**src/rtl/hub75_scan_ctrl_if.sv**
```systemverilog
// Frame-buffer read port and HUB75 panel pins of the scan sequencer.
// master = scan controller, slave = frame buffer / panel side.
interface hub75_scan_ctrl_if #(
  parameter int unsigned COLS          = 32,
  parameter int unsigned ROW_ADDR_BITS = 4,
  parameter int unsigned BPC           = 4
);
  localparam int unsigned COL_W = $clog2(COLS);
  localparam int unsigned BIT_W = $clog2(BPC);

  logic                     enable;
  logic                     pix_rd_en;
  logic [ROW_ADDR_BITS-1:0] pix_rd_row;
  logic [COL_W-1:0]         pix_rd_col;
  logic [BIT_W-1:0]         pix_rd_bit;
  logic [5:0]               pix_rd_data;
  logic                     hub_clk;
  logic                     hub_lat;
  logic                     hub_oe_;
  logic [ROW_ADDR_BITS-1:0] hub_addr;
  logic [5:0]               hub_rgb;
  logic                     frame_done;

  modport master (
    input  enable, pix_rd_data,
    output pix_rd_en, pix_rd_row, pix_rd_col, pix_rd_bit,
    output hub_clk, hub_lat, hub_oe_, hub_addr, hub_rgb, frame_done
  );

  modport slave (
    output enable, pix_rd_data,
    input  pix_rd_en, pix_rd_row, pix_rd_col, pix_rd_bit,
    input  hub_clk, hub_lat, hub_oe_, hub_addr, hub_rgb, frame_done
  );
endinterface

```
**src/rtl/hub75_scan_ctrl.sv**
```systemverilog
// HUB75 dual-scan sequencer: shifts one bit plane per row from the frame
// buffer, then latches and lights it for BASE_CYCLES<<plane cycles (BCM).
module hub75_scan_ctrl #(
  parameter int unsigned COLS          = 32,
  parameter int unsigned ROW_ADDR_BITS = 4,
  parameter int unsigned BPC           = 4,
  parameter int unsigned BASE_CYCLES   = 8
) (
  input  logic                clk,
  input  logic                reset,
  hub75_scan_ctrl_if.master   bus
);
  localparam int unsigned COL_W = $clog2(COLS);
  localparam int unsigned BIT_W = $clog2(BPC);
  localparam int unsigned CNT_W = $clog2(BASE_CYCLES << (BPC - 1)) + 1;

  localparam logic [COL_W-1:0]         COL_LAST = COL_W'(COLS - 1);
  localparam logic [BIT_W-1:0]         BIT_LAST = BIT_W'(BPC - 1);
  localparam logic [ROW_ADDR_BITS-1:0] ROW_LAST = '1;

  typedef enum logic [2:0] {IDLE, SHIFT, BLANK, LATCH, DISPLAY} state_t;
  typedef enum logic [1:0] {P0, P1, P2} phase_t;

  state_t                   state, state_nxt;
  phase_t                   phase, phase_nxt;
  logic [COL_W-1:0]         col, col_nxt;
  logic [ROW_ADDR_BITS-1:0] row, row_nxt;
  logic [BIT_W-1:0]         plane, plane_nxt;
  logic [CNT_W-1:0]         dcnt, dcnt_nxt;

  logic                     rd_en_q, rd_en_d;
  logic [ROW_ADDR_BITS-1:0] rd_row_q, rd_row_d;
  logic [COL_W-1:0]         rd_col_q, rd_col_d;
  logic [BIT_W-1:0]         rd_bit_q, rd_bit_d;
  logic                     hclk_q, hclk_d;
  logic                     lat_q, lat_d;
  logic                     oe_q, oe_d;
  logic [ROW_ADDR_BITS-1:0] addr_q, addr_d;
  logic [5:0]               rgb_q, rgb_d;
  logic                     done_q, done_d;

  // State, counters and registered outputs
  always_ff @(posedge clk or posedge reset) begin
    if (reset) begin
      state    <= IDLE;
      phase    <= P0;
      col      <= '0;
      row      <= '0;
      plane    <= '0;
      dcnt     <= '0;
      rd_en_q  <= 1'b0;
      rd_row_q <= '0;
      rd_col_q <= '0;
      rd_bit_q <= '0;
      hclk_q   <= 1'b0;
      lat_q    <= 1'b0;
      oe_q     <= 1'b1;
      addr_q   <= '0;
      rgb_q    <= '0;
      done_q   <= 1'b0;
    end else begin
      state    <= state_nxt;
      phase    <= phase_nxt;
      col      <= col_nxt;
      row      <= row_nxt;
      plane    <= plane_nxt;
      dcnt     <= dcnt_nxt;
      rd_en_q  <= rd_en_d;
      rd_row_q <= rd_row_d;
      rd_col_q <= rd_col_d;
      rd_bit_q <= rd_bit_d;
      hclk_q   <= hclk_d;
      lat_q    <= lat_d;
      oe_q     <= oe_d;
      addr_q   <= addr_d;
      rgb_q    <= rgb_d;
      done_q   <= done_d;
    end
  end

  // Next state; a plane always runs to completion, enable is only sampled
  // in IDLE and on the last DISPLAY cycle.
  always_comb begin
    state_nxt = state;
    phase_nxt = phase;
    col_nxt   = col;
    row_nxt   = row;
    plane_nxt = plane;
    dcnt_nxt  = dcnt;
    case (state)
      IDLE: begin
        if (bus.enable) begin
          state_nxt = SHIFT;
          phase_nxt = P0;
          col_nxt   = '0;
        end
      end
      SHIFT: begin
        case (phase)
          P0:      phase_nxt = P1;
          P1:      phase_nxt = P2;
          default: begin
            phase_nxt = P0;
            if (col == COL_LAST) state_nxt = BLANK;
            else                 col_nxt   = col + COL_W'(1);
          end
        endcase
      end
      BLANK: state_nxt = LATCH;
      LATCH: begin
        state_nxt = DISPLAY;
        dcnt_nxt  = CNT_W'(BASE_CYCLES) << plane;
      end
      DISPLAY: begin
        if (dcnt == CNT_W'(1)) begin
          if (plane == BIT_LAST) begin
            plane_nxt = '0;
            row_nxt   = row + ROW_ADDR_BITS'(1);
          end else begin
            plane_nxt = plane + BIT_W'(1);
          end
          state_nxt = bus.enable ? SHIFT : IDLE;
          phase_nxt = P0;
          col_nxt   = '0;
        end else begin
          dcnt_nxt = dcnt - CNT_W'(1);
        end
      end
      default: state_nxt = IDLE;
    endcase
  end

  // Output decode from the upcoming state so registered pins line up with it
  always_comb begin
    rd_en_d  = (state_nxt == SHIFT) && (phase_nxt == P0);
    rd_row_d = row_nxt;
    rd_col_d = col_nxt;
    rd_bit_d = plane_nxt;
    hclk_d   = (state_nxt == SHIFT) && (phase_nxt == P2);
    lat_d    = (state_nxt == LATCH);
    oe_d     = (state_nxt != DISPLAY);
    addr_d   = (state_nxt == BLANK) ? row_nxt : addr_q;
    rgb_d    = ((state == SHIFT) && (phase == P1)) ? bus.pix_rd_data : rgb_q;
    done_d   = (state_nxt == DISPLAY) && (dcnt_nxt == CNT_W'(1)) &&
               (plane_nxt == BIT_LAST) && (row_nxt == ROW_LAST);
  end

  assign bus.pix_rd_en  = rd_en_q;
  assign bus.pix_rd_row = rd_row_q;
  assign bus.pix_rd_col = rd_col_q;
  assign bus.pix_rd_bit = rd_bit_q;
  assign bus.hub_clk    = hclk_q;
  assign bus.hub_lat    = lat_q;
  assign bus.hub_oe_    = oe_q;
  assign bus.hub_addr   = addr_q;
  assign bus.hub_rgb    = rgb_q;
  assign bus.frame_done = done_q;
endmodule

```
**src/flat_wrapper.sv**
```systemverilog
// flat-port wrapper written by rule: the top's interface ports become plain ports
module hub75_scan_ctrl_flat 
#(
  parameter int unsigned COLS          = 32,
  parameter int unsigned ROW_ADDR_BITS = 4,
  parameter int unsigned BPC           = 4,
  parameter int unsigned BASE_CYCLES   = 8
)
  (clk, reset, bus_enable, bus_pix_rd_data, bus_pix_rd_en, bus_pix_rd_row, bus_pix_rd_col, bus_pix_rd_bit, bus_hub_clk, bus_hub_lat, bus_hub_oe_, bus_hub_addr, bus_hub_rgb, bus_frame_done);
  hub75_scan_ctrl_if #(.COLS(COLS), .ROW_ADDR_BITS(ROW_ADDR_BITS), .BPC(BPC)) bus_i ();
  input  logic clk;
  input  logic reset;
  input wire logic [$bits(bus_i.enable)-1:0] bus_enable;
  input wire logic [$bits(bus_i.pix_rd_data)-1:0] bus_pix_rd_data;
  output wire logic [$bits(bus_i.pix_rd_en)-1:0] bus_pix_rd_en;
  output wire logic [$bits(bus_i.pix_rd_row)-1:0] bus_pix_rd_row;
  output wire logic [$bits(bus_i.pix_rd_col)-1:0] bus_pix_rd_col;
  output wire logic [$bits(bus_i.pix_rd_bit)-1:0] bus_pix_rd_bit;
  output wire logic [$bits(bus_i.hub_clk)-1:0] bus_hub_clk;
  output wire logic [$bits(bus_i.hub_lat)-1:0] bus_hub_lat;
  output wire logic [$bits(bus_i.hub_oe_)-1:0] bus_hub_oe_;
  output wire logic [$bits(bus_i.hub_addr)-1:0] bus_hub_addr;
  output wire logic [$bits(bus_i.hub_rgb)-1:0] bus_hub_rgb;
  output wire logic [$bits(bus_i.frame_done)-1:0] bus_frame_done;
  assign bus_i.enable = bus_enable;
  assign bus_i.pix_rd_data = bus_pix_rd_data;
  assign bus_pix_rd_en = bus_i.pix_rd_en;
  assign bus_pix_rd_row = bus_i.pix_rd_row;
  assign bus_pix_rd_col = bus_i.pix_rd_col;
  assign bus_pix_rd_bit = bus_i.pix_rd_bit;
  assign bus_hub_clk = bus_i.hub_clk;
  assign bus_hub_lat = bus_i.hub_lat;
  assign bus_hub_oe_ = bus_i.hub_oe_;
  assign bus_hub_addr = bus_i.hub_addr;
  assign bus_hub_rgb = bus_i.hub_rgb;
  assign bus_frame_done = bus_i.frame_done;
  hub75_scan_ctrl #(.COLS(COLS), .ROW_ADDR_BITS(ROW_ADDR_BITS), .BPC(BPC), .BASE_CYCLES(BASE_CYCLES)) u_core (.clk(clk), .reset(reset), .bus(bus_i));
endmodule
```
**config.mk**
```make
export PLATFORM = sky130hd
export DESIGN_NAME = hub75_scan_ctrl_flat
export DESIGN_NICKNAME = d
export VERILOG_FILES = /design/src/rtl/hub75_scan_ctrl_if.sv /design/src/rtl/hub75_scan_ctrl.sv /design/src/flat_wrapper.sv
export SDC_FILE = /design/constraint.sdc
export NUM_CORES = 1
export LEC_CHECK = 0
export ABC_AREA = 1
export CAP_MARGIN = 20
export CORE_MARGIN = 3
export CORE_UTILIZATION = 40
export CTS_CLUSTER_SIZE = 40
export DETAILED_ROUTE_END_ITERATION = 12
export SLEW_MARGIN = 0
export SYNTH_ARGS = -nofsm -noshare
export SYNTH_HDL_FRONTEND = slang
export SYNTH_SLANG_ARGS = --single-unit
```
**constraint.sdc**
```tcl
create_clock -name clk -period 3.6 [get_ports clk]
set_input_delay 0.72 -clock clk [delete_from_list [all_inputs] [get_ports clk]]
set_output_delay 0.72 -clock clk [all_outputs]
set_load 0.005 [all_outputs]
```
==> flow_metrics.env, run 1 <==
export IMPL_status="complete, no violations"
export IMPL_path_delay_family="flip-flops"
export IMPL_io_pin_count=35
export IMPL_worst_pin_slew_ps=420
export IMPL_grt_max_degree=28
export IMPL_grt_pass1_wl_microns=7030
export IMPL_powerDensity_nw_per_um2=323
export IMPL_critPathSlowestCell="dfstp_2"
export IMPL_synth_xor_area_frac=0.0215
export IMPL_hold_buffers=0
export IMPL_gp_congestion=0.800
export IMPL_fin_nets=297
export IMPL_fillerInstances=427
export IMPL_synth_flop_cell="dfrtp_1"
export IMPL_postRouteAntennaNets=0
export IMPL_synthesis_nets=255
export IMPL_die_area_sq_um=5830
export IMPL_synth_warnings=0
export IMPL_antenna_cells=0
export IMPL_drv_slew=0
export IMPL_clockPowerShare=0.434
export IMPL_netlist_instances=237
export IMPL_fmax_mhz=503
export IMPL_grt_usage=0.145
export IMPL_die_w_microns=76.3
export IMPL_synth_cell_types=29
export IMPL_routed_via_density=4.63
export IMPL_cp_num_buf_inv=1
export IMPL_dp_cells=337
export IMPL_p_int_uw=653
export IMPL_vdd_drop_max_mv=0.249
export IMPL_setup_worst_path_end_class="primary output"
export IMPL_portBuffers=34
export IMPL_hold_path_class="reg -> reg"
export IMPL_yosysSeqAreaShare=0.481
export IMPL_pwr_share_seq=0.532
export IMPL_cp_start_kind="register"
export IMPL_synthMuxAreaShare=0.0114
export IMPL_ctsLongestPathBuffers=2
export IMPL_area_growth_pct=27.1
export IMPL_maxCapViolations=0
export IMPL_dp_hpwl_microns=2920
export IMPL_rrSetupSlack_ps=1780
export IMPL_skew_ps=7.89
export IMPL_power_frac_comb=0.034
export IMPL_syn_area_per_cell_sq_um=8.35
export IMPL_final_common_cell="nand2_1"
export IMPL_worstPathMaxFanout=1
export IMPL_cp_slowest_stage_delay_ps=510
export IMPL_finalNonFillerCells=345
export IMPL_setup_violations=0
export IMPL_htreeDepth=2
export IMPL_netlist_area_leader_share=0.468
export IMPL_synthAdderAreaFrac=0.0569
export IMPL_power_switching_uw=159
export IMPL_root_buffer="clkbuf_8"
export IMPL_fin_crit_sh=0.553
export IMPL_yosys_area_share_simple=0.309
export IMPL_synth_top_family_by_area="simple AND/OR/NAND/NOR gates"
export IMPL_synth_compound_area_share=0.0493
export IMPL_wirelength_microns=3850
export IMPL_wl_per_cell_microns=11.2
export IMPL_p_leak_uw=0.00126
export IMPL_cts_tree="done"
export IMPL_cp_data_required_time_ps=2880
export IMPL_start_util=0.433
export IMPL_remaining_drc_errors=0
export IMPL_clk_pin_slew_worst_paths_ps=70
export IMPL_drive_above_1_share=0.125
export IMPL_synth_edf_count=0
export IMPL_mostFrequentLayoutCells="nand2_1, dfrtp_1, clkdlybuf4s50_1"
export IMPL_finalCriticalPeriod_ps=1990
export IMPL_num_rows=24
export IMPL_swShare=0.196
export IMPL_post_cts_resized=0
export IMPL_die_y_microns=76.3
export IMPL_drt_first_iter_violations=106
export IMPL_numClockSinks=38
export IMPL_setup_tns_final_ps=0
export IMPL_ys_seq_elements=38
export IMPL_antenna_found_initial=0
export IMPL_syn_area_sq_um=1980
export IMPL_numCtsBuffers=5
export IMPL_post_cts_setup_buffers=0
export IMPL_slew_limit_headroom=0.720
export IMPL_overflow=0
export IMPL_criticalPathCategory="reg -> out"
export IMPL_async_flop_share=1.00
export IMPL_firstDrtPassIters=4
export IMPL_yosysTopAreaCell="dfrtp_1"
export IMPL_num_vias=1598
export IMPL_path_cells="clkdlybuf4s50_1"
export IMPL_synth_area_top_cells="dfrtp_1, nand2_1, inv_1, ha_1, nand3_1"
export IMPL_grt_pass1_vias=1553
export IMPL_core_sq_um=4560
export IMPL_rsz0062_at_grt="false"
export IMPL_hold_violations=0
export IMPL_clock_latency_ps=280
export IMPL_arrival_ps=1270
## area by class of cell
class / instances / area [sq um] / share of cell area
Clock buffer: 7 / 76.3 / 0.0304
Clock inverter: 1 / 30.0 / 0.0119
Inverter: 37 / 140 / 0.0557
Multi-Input combinational cell: 162 / 886 / 0.352
Sequential cell: 38 / 952 / 0.379
Tap cell: 65 / 81.3 / 0.0324
Timing Repair Buffer: 35 / 348 / 0.138
## cell families (layout without fill, tap and decap cells)
family                     count (synthesis)  count (layout)
and+or+nand+nor                          130             130
muxes                                      2               2
buffers and inverters                     37              80
adders and majority gates                  9               9
AOI/OAI and AO/OA                         17              17
DFF                                       38              38
xor gates and xnor gates                   4               4
## layer usage
metal	wire length, microns	global-route usage
met5	0	0
met4	43	0.0417
met3	240	0.0378
met2	1650	0.211
met1	1920	0.213
## power by group through the flow
stage                     Clock (uW)  Sequential (uW)  Combinational [uW]
final                            352              432                27.8
after global routing             384              432                31.3
after CTS                        363              432                29.0
after detailed placement           0              440                29.1
after global placement             0              440                28.9
after floorplan                    0              440                8.99
## metrics by stage
stage	setup slack (ps)	instance area (sq um)	hold slack, ps	power (uW)	utilization
CTS	1600	2510	490	824	0.551
floorplan	1970	1980	472	449	-
global placement	1660	2410	463	469	0.527
global route	1570	2510	506	847	0.551
finish	1610	2510	484	812	0.551
detailed placement	1650	2410	465	469	0.527
## Yosys cell counts (2+ instances only)
master   number
a21oi_1       2
dfrtp_1      37
ha_1          9
inv_1        31
inv_2         5
nand2_1      70
nand2_2       5
nand2_4       2
nand3_1      22
nand4_1       3
nor2_1       17
nor2_2        3
nor2_4        5
o21ai_0       8
o21ai_1       3
xor2_1        2
## path summary, 6_finish.rpt
path	start	to	cells past startpoint
worst max-delay path	u_core.bus.hub_oe_	bus_hub_oe_	1
worst min-delay path	u_core.bus.hub_rgb[2]	u_core.bus.hub_rgb[2]	2
worst max register to register	u_core.col[0]	u_core.bus.hub_addr[2]	8
worst min register to register	u_core.bus.hub_rgb[2]	u_core.bus.hub_rgb[2]	2
max in group asynchronous	reset	u_core.bus.hub_oe_	3
min in group asynchronous	reset	u_core.bus.hub_addr[2]	2
## sequential cells by signal, summed over array words and instances (netlist names)
register               cells
u_core.dcnt                7
u_core.bus.hub_rgb         6
u_core.col                 5
u_core.bus.hub_addr        4
u_core.row                 4
u_core.state               3
u_core.phase               2
u_core.plane               2
u_core.bus.frame_done      1
u_core.bus.hub_clk         1
u_core.bus.hub_lat         1
u_core.bus.hub_oe_         1
u_core.bus.pix_rd_en       1
## worst min-delay path: cells and delay by family, from the launching register on
family | cells | cell delay (ps)
DFF | 1 | 350
and+or+nand+nor | 2 | 100
Power figures use the tool's default switching activity.
==> inputs of run 2 (changes only) <==
- PLACE_DENSITY: default -> 0.66
- clock period: 3.6 -> 1.7 ns (I/O delays scaled with it)
==> run 2 against run 1 <==
First-iteration DRC count fell by 17%. Final cell count rose by 4.6%. Die area did not move. Register-to-register slack got worse by 1700 ps. Power rose by 140%.
==> flow_metrics.env, run 2 (synthesis gave the netlist of run 1 again) <==
export IMPL_largest_register_ffs=7
export IMPL_setup_worst_path_end="u_core.bus.hub_addr[2]"
export IMPL_routed_via_density=4.64
export IMPL_p_leak_uw=0.00139
export IMPL_start_util=0.433
export IMPL_clock_latency_ps=300
export IMPL_antenna_found_initial=0
export IMPL_cp_start_kind="register"
export IMPL_powerDensity_nw_per_um2=699
export IMPL_num_vias=1676
export IMPL_utilization=0.608
export IMPL_worst_path_stages=6
export IMPL_critPathMostFrequentCell="nor2_4"
export IMPL_fillerInstances=410
export IMPL_post_place_ws_ps=20.9
export IMPL_maxCapViolations=0
export IMPL_die_y_microns=76.3
export IMPL_vdd_drop_max_mv=0.857
export IMPL_cp_data_required_time_ps=1880
export IMPL_core_sq_um=4560
export IMPL_seq_area_sq_um=952
export IMPL_cp_slowest_stage_delay_ps=420
export IMPL_overflow=0
export IMPL_r2r_end="u_core.bus.hub_addr[2]"
export IMPL_remaining_drc_errors=0
export IMPL_htreeDepth=2
export IMPL_skew_ps=5.27
export IMPL_root_buffer="clkbuf_8"
export IMPL_hold_path_class="in -> async"
export IMPL_fin_ws_ps=55.2
export IMPL_fin_crit_sh=0.968
export IMPL_area_growth_pct=40.2
export IMPL_dp_hpwl_microns=3170
export IMPL_grt_pass1_wl_microns=7460
export IMPL_numClockSinks=38
export IMPL_critPathSlowestCell="dfrtp_1"
export IMPL_slew_limit_headroom=0.816
export IMPL_final_common_cell="nand2_1"
export IMPL_regMostFlops="u_core.dcnt"
export IMPL_mostFrequentLayoutCells="nand2_1, dfrtp_1, clkdlybuf4s50_1"
export IMPL_wl_per_cell_microns=12.4
export IMPL_clk_pin_slew_worst_paths_ps=80
export IMPL_grt_usage=0.159
export IMPL_gp_congestion=0.844
export IMPL_rrSetupSlack_ps=60
export IMPL_setup_violations=0
export IMPL_die_area_sq_um=5830
export IMPL_num_rows=24
export IMPL_finalCriticalPeriod_ps=1640
export IMPL_reg2reg_depth=6
export IMPL_grt_pass1_vias=1588
export IMPL_postRouteAntennaNets=0
export IMPL_antenna_cells=0
export IMPL_multiInputGateArea_sq_um=958
export IMPL_hold_violations=0
export IMPL_drt_first_iter_violations=88
export IMPL_cp_num_buf_inv=0
export IMPL_fin_nets=313
export IMPL_crit_reg2reg_launch="u_core.dcnt[3]"
export IMPL_io_pin_count=35
export IMPL_path_delay_family="simple AND/OR/NAND/NOR gates"
export IMPL_wirelength_microns=4470
export IMPL_die_w_microns=76.3
export IMPL_status="complete, no violations"
export IMPL_drv_slew=0
export IMPL_criticalPathCategory="reg -> reg"
export IMPL_worst_pin_slew_ps=275
export IMPL_path_cells="nor2_4, nand2_2, nor2_4, nand3_1, xnor2_2, mux2_1"
export IMPL_worstPathMaxFanout=6
export IMPL_drive_above_1_share=0.226
export IMPL_arrival_ps=1820
export IMPL_holdWs_ps=389
export IMPL_fmax_mhz=608
export IMPL_firstDrtPassIters=4
export IMPL_setup_worst_path_end_class="register"
export IMPL_cp_startpoint="u_core.dcnt[3]"
export IMPL_cts_tree="done"
export IMPL_grt_max_degree=39
export IMPL_portBuffers=34
export IMPL_numCtsBuffers=5
export IMPL_ctsLongestPathBuffers=2
[run 2: cell types whose count changed in the layout (fill, tap and decap cells not counted), sizes merged]
cell    change
buf        +16
bufinv      +1
clkbuf      -1
[run 2: power breakdown]
part | switching, uW | internal, uW | total, uW
logic | 27.7 | 35.9 | 63.7
clock network | 335 | 626 | 961
registers | 3.75 | 910 | 914
[run 2: layer usage]
layer	vias to the layer above	GRT usage	part of all wire
met1	793	0.214	0.47
met4	0	0.0543	0.0092
met3	4	0.0437	0.034
met2	24	0.246	0.49
met5	-	0	0
li1	855	-	-
[run 2: area by class of cell]
cell class                      count  area share
Clock inverter                      2      0.0217
Clock buffer                        6      0.0298
Sequential cell                    38       0.343
Tap cell                           65      0.0293
Multi-Input combinational cell    162       0.346
Inverter                           37      0.0514
Timing Repair Buffer               51       0.179
[run 2: timing repair]
item	4_1_cts	5_1_grt
setup buffers	0	7
hold buffers	0	0
setup endpoints to repair	0	14
resized for setup	0	24
[run 2: worst min-delay path by stage]
stage / from / to / slack, ps
6_report: reset / u_core.bus.hub_rgb[1] / 390
5_1_grt: reset / u_core.state[0] / 400
4_1_cts: reset / u_core.col[0] / 400
3_5_place_dp: u_core.bus.hub_rgb[5] / u_core.bus.hub_rgb[5] / 460
3_3_place_gp: u_core.bus.hub_rgb[5] / u_core.bus.hub_rgb[5] / 460
2_1_floorplan: bus_pix_rd_data[0] / u_core.bus.hub_rgb[0] / 450
[run 2: worst min-delay path, stage by stage]
cell and delay, ps:
clkdlybuf4s50_1 390, inv_1 90, buf_12 230
[run 2: stage by stage]
step                      total power (uW)  instances  instance area [sq um]  setup TNS, ps
after CTS                             1960        354                   2630              0
after global routing                  2020        361                   2770          -43.6
after floorplan                        952        237                   1980              0
after detailed placement               998        346                   2490              0
after global placement                 998        346                   2490              0
final                                 1940        361                   2770              0
